File: src/rtl/pc_pkg.sv
// Shared types and constants for the fetch program-counter generator.
package pc_pkg;

   // Redirect FSM: RUN has no buffered redirect, PEND holds one.
   typedef enum logic {
      RUN  = 1'b0,
      PEND = 1'b1
   } pc_state_e;

   // Redirect priority codes; a larger value wins.
   typedef logic [1:0] pri_t;
   localparam pri_t PRI_NONE = 2'd0;
   localparam pri_t PRI_BR   = 2'd1;
   localparam pri_t PRI_ERET = 2'd2;
   localparam pri_t PRI_EXC  = 2'd3;

   // Default vectors for a 32-bit PC.
   localparam logic [31:0] RESET_VEC_DEF = 32'h0040_0000;
   localparam logic [31:0] EXC_VEC_DEF   = 32'h0040_0004;

endpackage

File: src/rtl/pc_redirect_arb.sv
// Combinational redirect picker: chooses the strongest new request
// (exc > eret > br) and weighs it against a buffered redirect.
module pc_redirect_arb
   import pc_pkg::*;
#(
   parameter int              PC_W    = 32,
   parameter logic [PC_W-1:0] EXC_VEC = PC_W'(EXC_VEC_DEF)
) (
   input  logic            exc_valid_i,
   input  logic            eret_valid_i,
   input  logic            br_valid_i,
   input  logic [PC_W-1:0] br_target_i,
   input  logic [PC_W-1:0] epc_i,
   input  logic            pend_valid_i,
   input  logic [PC_W-1:0] pend_tgt_i,
   input  pri_t            pend_pri_i,
   output logic [PC_W-1:0] win_tgt_o,
   output pri_t            win_pri_o,
   output logic            take_new_o
);

   logic [PC_W-1:0] new_tgt;
   pri_t            new_pri;

   // Pick the new-request winner, then decide new vs. buffered (tie -> new).
   always_comb begin
      new_tgt = '0;
      new_pri = PRI_NONE;
      if (exc_valid_i) begin
         new_tgt = EXC_VEC;
         new_pri = PRI_EXC;
      end else if (eret_valid_i) begin
         new_tgt = epc_i;
         new_pri = PRI_ERET;
      end else if (br_valid_i) begin
         new_tgt = br_target_i;
         new_pri = PRI_BR;
      end

      take_new_o = (new_pri != PRI_NONE) &&
                   (!pend_valid_i || (new_pri >= pend_pri_i));

      win_tgt_o = '0;
      win_pri_o = PRI_NONE;
      if (take_new_o) begin
         win_tgt_o = new_tgt;
         win_pri_o = new_pri;
      end else if (pend_valid_i) begin
         win_tgt_o = pend_tgt_i;
         win_pri_o = pend_pri_i;
      end
   end

endmodule

File: src/rtl/pc_gen.sv
// Fetch program-counter generator: sequential advance, branch/exception/ERET
// redirects, EPC capture, and a one-entry buffer for redirects seen while
// fetch is not advancing.
module pc_gen
   import pc_pkg::*;
#(
   parameter int              PC_W      = 32,
   parameter logic [PC_W-1:0] RESET_VEC = PC_W'(RESET_VEC_DEF),
   parameter logic [PC_W-1:0] EXC_VEC   = PC_W'(EXC_VEC_DEF),
   parameter int              INC       = 4
) (
   input  logic            clk,
   input  logic            rst_n,
   input  logic            ena,
   input  logic            stall,
   input  logic            br_valid,
   input  logic [PC_W-1:0] br_target,
   input  logic            eret_valid,
   input  logic            exc_valid,
   input  logic [PC_W-1:0] exc_pc,
   output logic [PC_W-1:0] pc_out,
   output logic            pc_valid,
   output logic [PC_W-1:0] epc_out,
   output logic            redir_pending
);

   pc_state_e       state_q, state_d;
   logic [PC_W-1:0] pc_q, pc_d;
   logic [PC_W-1:0] epc_q, epc_d;
   logic [PC_W-1:0] pend_tgt_q, pend_tgt_d;
   pri_t            pend_pri_q, pend_pri_d;
   logic            pc_valid_q;

   logic [PC_W-1:0] win_tgt;
   pri_t            win_pri;
   logic            take_new;
   logic            adv;

   assign adv = ena && !stall;

   pc_redirect_arb #(
      .PC_W    (PC_W),
      .EXC_VEC (EXC_VEC)
   ) u_arb (
      .exc_valid_i  (exc_valid),
      .eret_valid_i (eret_valid),
      .br_valid_i   (br_valid),
      .br_target_i  (br_target),
      .epc_i        (epc_q),
      .pend_valid_i (state_q == PEND),
      .pend_tgt_i   (pend_tgt_q),
      .pend_pri_i   (pend_pri_q),
      .win_tgt_o    (win_tgt),
      .win_pri_o    (win_pri),
      .take_new_o   (take_new)
   );

   // Next-state: advance or redirect the PC, or buffer the redirect while held.
   always_comb begin
      state_d    = state_q;
      pc_d       = pc_q;
      epc_d      = epc_q;
      pend_tgt_d = pend_tgt_q;
      pend_pri_d = pend_pri_q;

      // Exception always wins among new events, so EPC follows exc_valid.
      if (exc_valid) begin
         epc_d = exc_pc;
      end

      if (adv) begin
         if (win_pri != PRI_NONE) begin
            pc_d = win_tgt;
         end else begin
            pc_d = pc_q + PC_W'(INC);
         end
         state_d    = RUN;
         pend_tgt_d = '0;
         pend_pri_d = PRI_NONE;
      end else if (take_new) begin
         pend_tgt_d = win_tgt;
         pend_pri_d = win_pri;
         state_d    = PEND;
      end
   end

   // State registers with asynchronous active-low reset.
   always_ff @(posedge clk or negedge rst_n) begin
      if (!rst_n) begin
         state_q    <= RUN;
         pc_q       <= RESET_VEC;
         epc_q      <= '0;
         pend_tgt_q <= '0;
         pend_pri_q <= PRI_NONE;
         pc_valid_q <= 1'b0;
      end else begin
         state_q    <= state_d;
         pc_q       <= pc_d;
         epc_q      <= epc_d;
         pend_tgt_q <= pend_tgt_d;
         pend_pri_q <= pend_pri_d;
         pc_valid_q <= ena;
      end
   end

   assign pc_out        = pc_q;
   assign pc_valid      = pc_valid_q;
   assign epc_out       = epc_q;
   assign redir_pending = (state_q == PEND);

endmodule

File: config.mk
export PLATFORM = sky130hd
export DESIGN_NAME = pc_gen
export DESIGN_NICKNAME = d
export VERILOG_FILES = /design/src/rtl/pc_pkg.sv /design/src/rtl/pc_redirect_arb.sv /design/src/rtl/pc_gen.sv
export SDC_FILE = /design/constraint.sdc
export NUM_CORES = 1
export LEC_CHECK = 0
export BUFFER_PORTS_ARGS = -buffer_cell sky130_fd_sc_hd__buf_2
export CAP_MARGIN = 10
export CORE_MARGIN = 4
export CORE_UTILIZATION = 40
export DETAILED_ROUTE_END_ITERATION = 6
export GPL_TIMING_DRIVEN = 0
export PLACE_DENSITY_LB_ADDON = 0.1
export SYNTH_ARGS = -nofsm -noshare
export SYNTH_HDL_FRONTEND = slang
export SYNTH_HIERARCHICAL = 1
export SYNTH_SLANG_ARGS = --single-unit
File: constraint.sdc
create_clock -name clk -period 3.8 [get_ports clk]
set_input_delay 0 -clock clk [delete_from_list [all_inputs] [get_ports clk]]
set_output_delay 0 -clock clk [all_outputs]
set_load 0.01 [all_outputs]
==> results.ini <==
[route]
drtPass1Iterations = 5
detail_route.wirelength_um = 17920
via_density_per_instance = 5.740
routed_wire_length_per_instance_um = 18.77
via_count = 5482
drcViolationCount = 0
antenna_violating_nets_post_route = 0
detail_route.iter0.violations = 450

[synth]
synth.yosys.seq_area_share = 0.4341
synthesized_area_mm2 = 0.005768
synth_compound_gate_area_share = 0.1807
post_synth_fa_ha_maj_area_fraction = 0.006508
synth_cell_type_count = 62
synth_area_per_cell_um2 = 9.760
yosys-mux-area-fraction = 0.1267
synthFlopType = sky130_fd_sc_hd__dfrtp_1
synth_top_family_by_area = simple AND/OR/NAND/NOR gates
synth_warn = 6
yosys.area_share.simple = 0.1954
postSynthNetCount = 665
synth_edf_count = 0
synth_seq_cells = 100
async_flop_share = 1.000
yosys.area_share.xor_xnor = 0
postSynthCellCount = 591

[grt]
wire_length_of_the_first_global_routing_pass_um = 29100
grt_util_all_layers = 0.2211
via_count_of_the_first_global_routing_pass = 5477
global_route.overflow_total = 0
antenna_found_initial = 0
grt_max_degree = 59

[finish]
area_growth_syn_to_layout_pct = 27.35
num-nets-final = 845
drive_above_1_share = 0.2994
diodes = 0

[floorplanning]
std_cell_rows = 43
dieArea_mm2 = 0.01641
chipHeight_um = 128.1
start_util = 0.4123
ioPinCount = 137
chipWidth_um = 128.1
design.core.area_mm2 = 0.01399

[sta]
rsz0062_at_grt = no
tightestPinTransition_ns = 0.8077
skew_ns = 0.005600
finalHoldViolations = 0
final_hold_slack_ns = 0.04025
max_freq_ghz = 0.3143
timing.max_slew.rel_slack = 0.4566
slew_violations = 0
setup-violations-final = 0
period_minus_slack_ns = 3.181
min_period_over_period = 0.8372
setup_tns_ns = 0

[critical_path]
ff2ff_setup_slack_ns = 0.62
startpoint_type = register
crit_fanout = 10
setup.worst_path.class = reg2reg
cp_data_arrival_time_ns = 3.39
timing.critical_path.to_type = register
critPathRequiredTime_ns = 4.01

[clock_network]
cts-buffers-inserted = 9
cts.root.buffer_cell = sky130_fd_sc_hd__clkbuf_16
insertion_delay_to_the_later_sink_of_the_worst_skew_pair_ns = 0.35
clkSlewWorstSetupHoldPaths_ns = 0.07
cts_tree = yes
cts_setup_buffers = 0
post_cts.resized_instances = 0
clk_path_buf_depth = 2
ctsHtreeMaxLevel = 3
cts_sinks = 100

[placement]
routabilityCongestion = 0.9338
dp_hpwl_um = 13180
place.port_buffers = 134

[power]
power_leakage_nw = 3.276
power_per_cell_area_mw_per_mm2 = 583.8
worst_ir_drop_vdd_mv = 0.2688

[run]
timing.max_cap.violations = 0

[worst_hold_path]
hold_path_class = in2reg

[run_status]
run_status = complete, no violations

## where the power goes
part           internal, W  leakage, nW  switching, W
clock             0.000561        0.147      0.000404
sequential         0.00134         1.25      0.000328
combinational     0.000713         1.88      0.000943
## worst paths after layout
kind / from / to / cells past startpoint
worst max-delay path: pend_pri_q[0] / pc_out[24] / 10
worst min-delay path: exc_valid / epc_out[15] / 2
worst max register to register: pend_pri_q[0] / pc_out[24] / 10
worst min register to register: pc_out[1] / pc_out[1] / 2
max in group asynchronous: rst_n / epc_out[23] / 3
min in group asynchronous: rst_n / pend_tgt_q[26] / 2
## area by class of cell
class | count | area (µm²)
clock inverter | 3 | 45.04
sequential | 100 | 2504
fill | 1325 | 6643
tap | 180 | 225.2
timing repair buffer | 169 | 1041
buffer | 52 | 311.5
inverter | 4 | 15.01
multi-input combinational | 435 | 2938
clock buffer | 12 | 266.5
## synthesized netlist by cell type, drive strengths merged, types with 3 or more instances
cell type,instances,area [µm²]
a21oi,27,146.4
nor3,7,35.03
nor2b,3,21.27
nand2,63,236.5
ha,3,37.54
nor2,63,261.5
a221o,3,30.03
mux2,32,360.4
o22a,3,26.28
a22oi,35,292.8
o21bai,30,225.2
or3,5,31.28
nand2b,3,21.27
o21ai,11,55.05
nor4,34,234.0
o41ai,4,35.03
dfrtp,99,2477
nand4,12,75.07
a31oi,4,25.02
o211ai,3,22.52
mux2i,37,370.4
buf,28,211.5
o22ai,8,56.30
inv,4,15.01
and4,5,47.55
nand3,19,107.6
clkbuf,23,88.84
## registers in the layout, summed over array words and instances (netlist names)
name           cells
pend_pri_q         2
pc_valid           1
redir_pending      1
epc_out           32
pc_out            32
pend_tgt_q        32
## placed cells by master (no fill, tap or decap), types with 3 or more instances in the layout
cell type                       count
sky130_fd_sc_hd__buf_2            137
sky130_fd_sc_hd__dfrtp_1           99
sky130_fd_sc_hd__nand2_1           63
sky130_fd_sc_hd__nor2_1            59
sky130_fd_sc_hd__mux2i_1           37
sky130_fd_sc_hd__dlygate4sd3_1     34
sky130_fd_sc_hd__mux2_2            32
sky130_fd_sc_hd__nor4_1            32
sky130_fd_sc_hd__o21bai_1          30
sky130_fd_sc_hd__a22oi_1           29
sky130_fd_sc_hd__a21oi_1           26
sky130_fd_sc_hd__clkbuf_1          21
sky130_fd_sc_hd__nand3_1           18
sky130_fd_sc_hd__nand4_1           12
sky130_fd_sc_hd__buf_6             11
sky130_fd_sc_hd__o21ai_0           11
sky130_fd_sc_hd__clkbuf_16          9
sky130_fd_sc_hd__buf_1              8
sky130_fd_sc_hd__nor3_1             7
sky130_fd_sc_hd__o22ai_1            7
sky130_fd_sc_hd__buf_4              6
sky130_fd_sc_hd__a22oi_2            6
sky130_fd_sc_hd__or3_1              5
sky130_fd_sc_hd__o41ai_1            4
sky130_fd_sc_hd__a31oi_1            4
sky130_fd_sc_hd__and4_1             3
sky130_fd_sc_hd__inv_1              3
sky130_fd_sc_hd__o22a_1             3
sky130_fd_sc_hd__o211ai_1           3
sky130_fd_sc_hd__a221o_1            3
sky130_fd_sc_hd__ha_1               3
sky130_fd_sc_hd__clkbuf_8           3
sky130_fd_sc_hd__nor2_4             3
## repair_timing
| item | CTS | global route |
|---|---|---|
| endpoints found under the setup margin | 0 | 0 |
| hold buffers | 34 | 0 |
| endpoints found under the hold margin | 74 | 0 |
## critical path: stages (launching register included)
cell and delay, ns:
sky130_fd_sc_hd__dfrtp_1 0.40, sky130_fd_sc_hd__ha_1 0.29, sky130_fd_sc_hd__nand2b_1 0.18, sky130_fd_sc_hd__a21oi_4 0.29, sky130_fd_sc_hd__buf_6 0.19, sky130_fd_sc_hd__o22ai_1 0.15
sky130_fd_sc_hd__or2_2 0.30, sky130_fd_sc_hd__clkdlybuf4s15_2 0.29, sky130_fd_sc_hd__or4_4 0.60, sky130_fd_sc_hd__o32ai_1 0.24, sky130_fd_sc_hd__a21oi_1 0.10
## per-stage QoR
stage               instance area, µm²  setup WS [ns]    util  instances  total power, W
CTS                               7346         0.6023  0.5251        955        0.004306
detailed placement                6694         0.3059  0.4785        906        0.003301
floorplan                         5768         0.7327       -        591        0.002696
finish                            7346         0.6187  0.5251        955        0.004288
global route                      7346         0.4175  0.5251        955        0.004563
global placement                  6664         0.3342  0.4764        905        0.003258
## metal layers
metal  track usage  routed length (µm)
met3       0.04167                1343
met1        0.3163                8152
met2        0.3417                8203
met4       0.06492                 225
met5             0                   0
## logic make-up after synthesis
logic type / after synthesis
buffers and inverters: 56
AO/OA/AOI/OAI: 142
adder cells (fa/ha/maj): 3
multiplexers: 69
flip-flops: 100
AND/OR/NAND/NOR: 221
(Power assumes the default switching activity.)
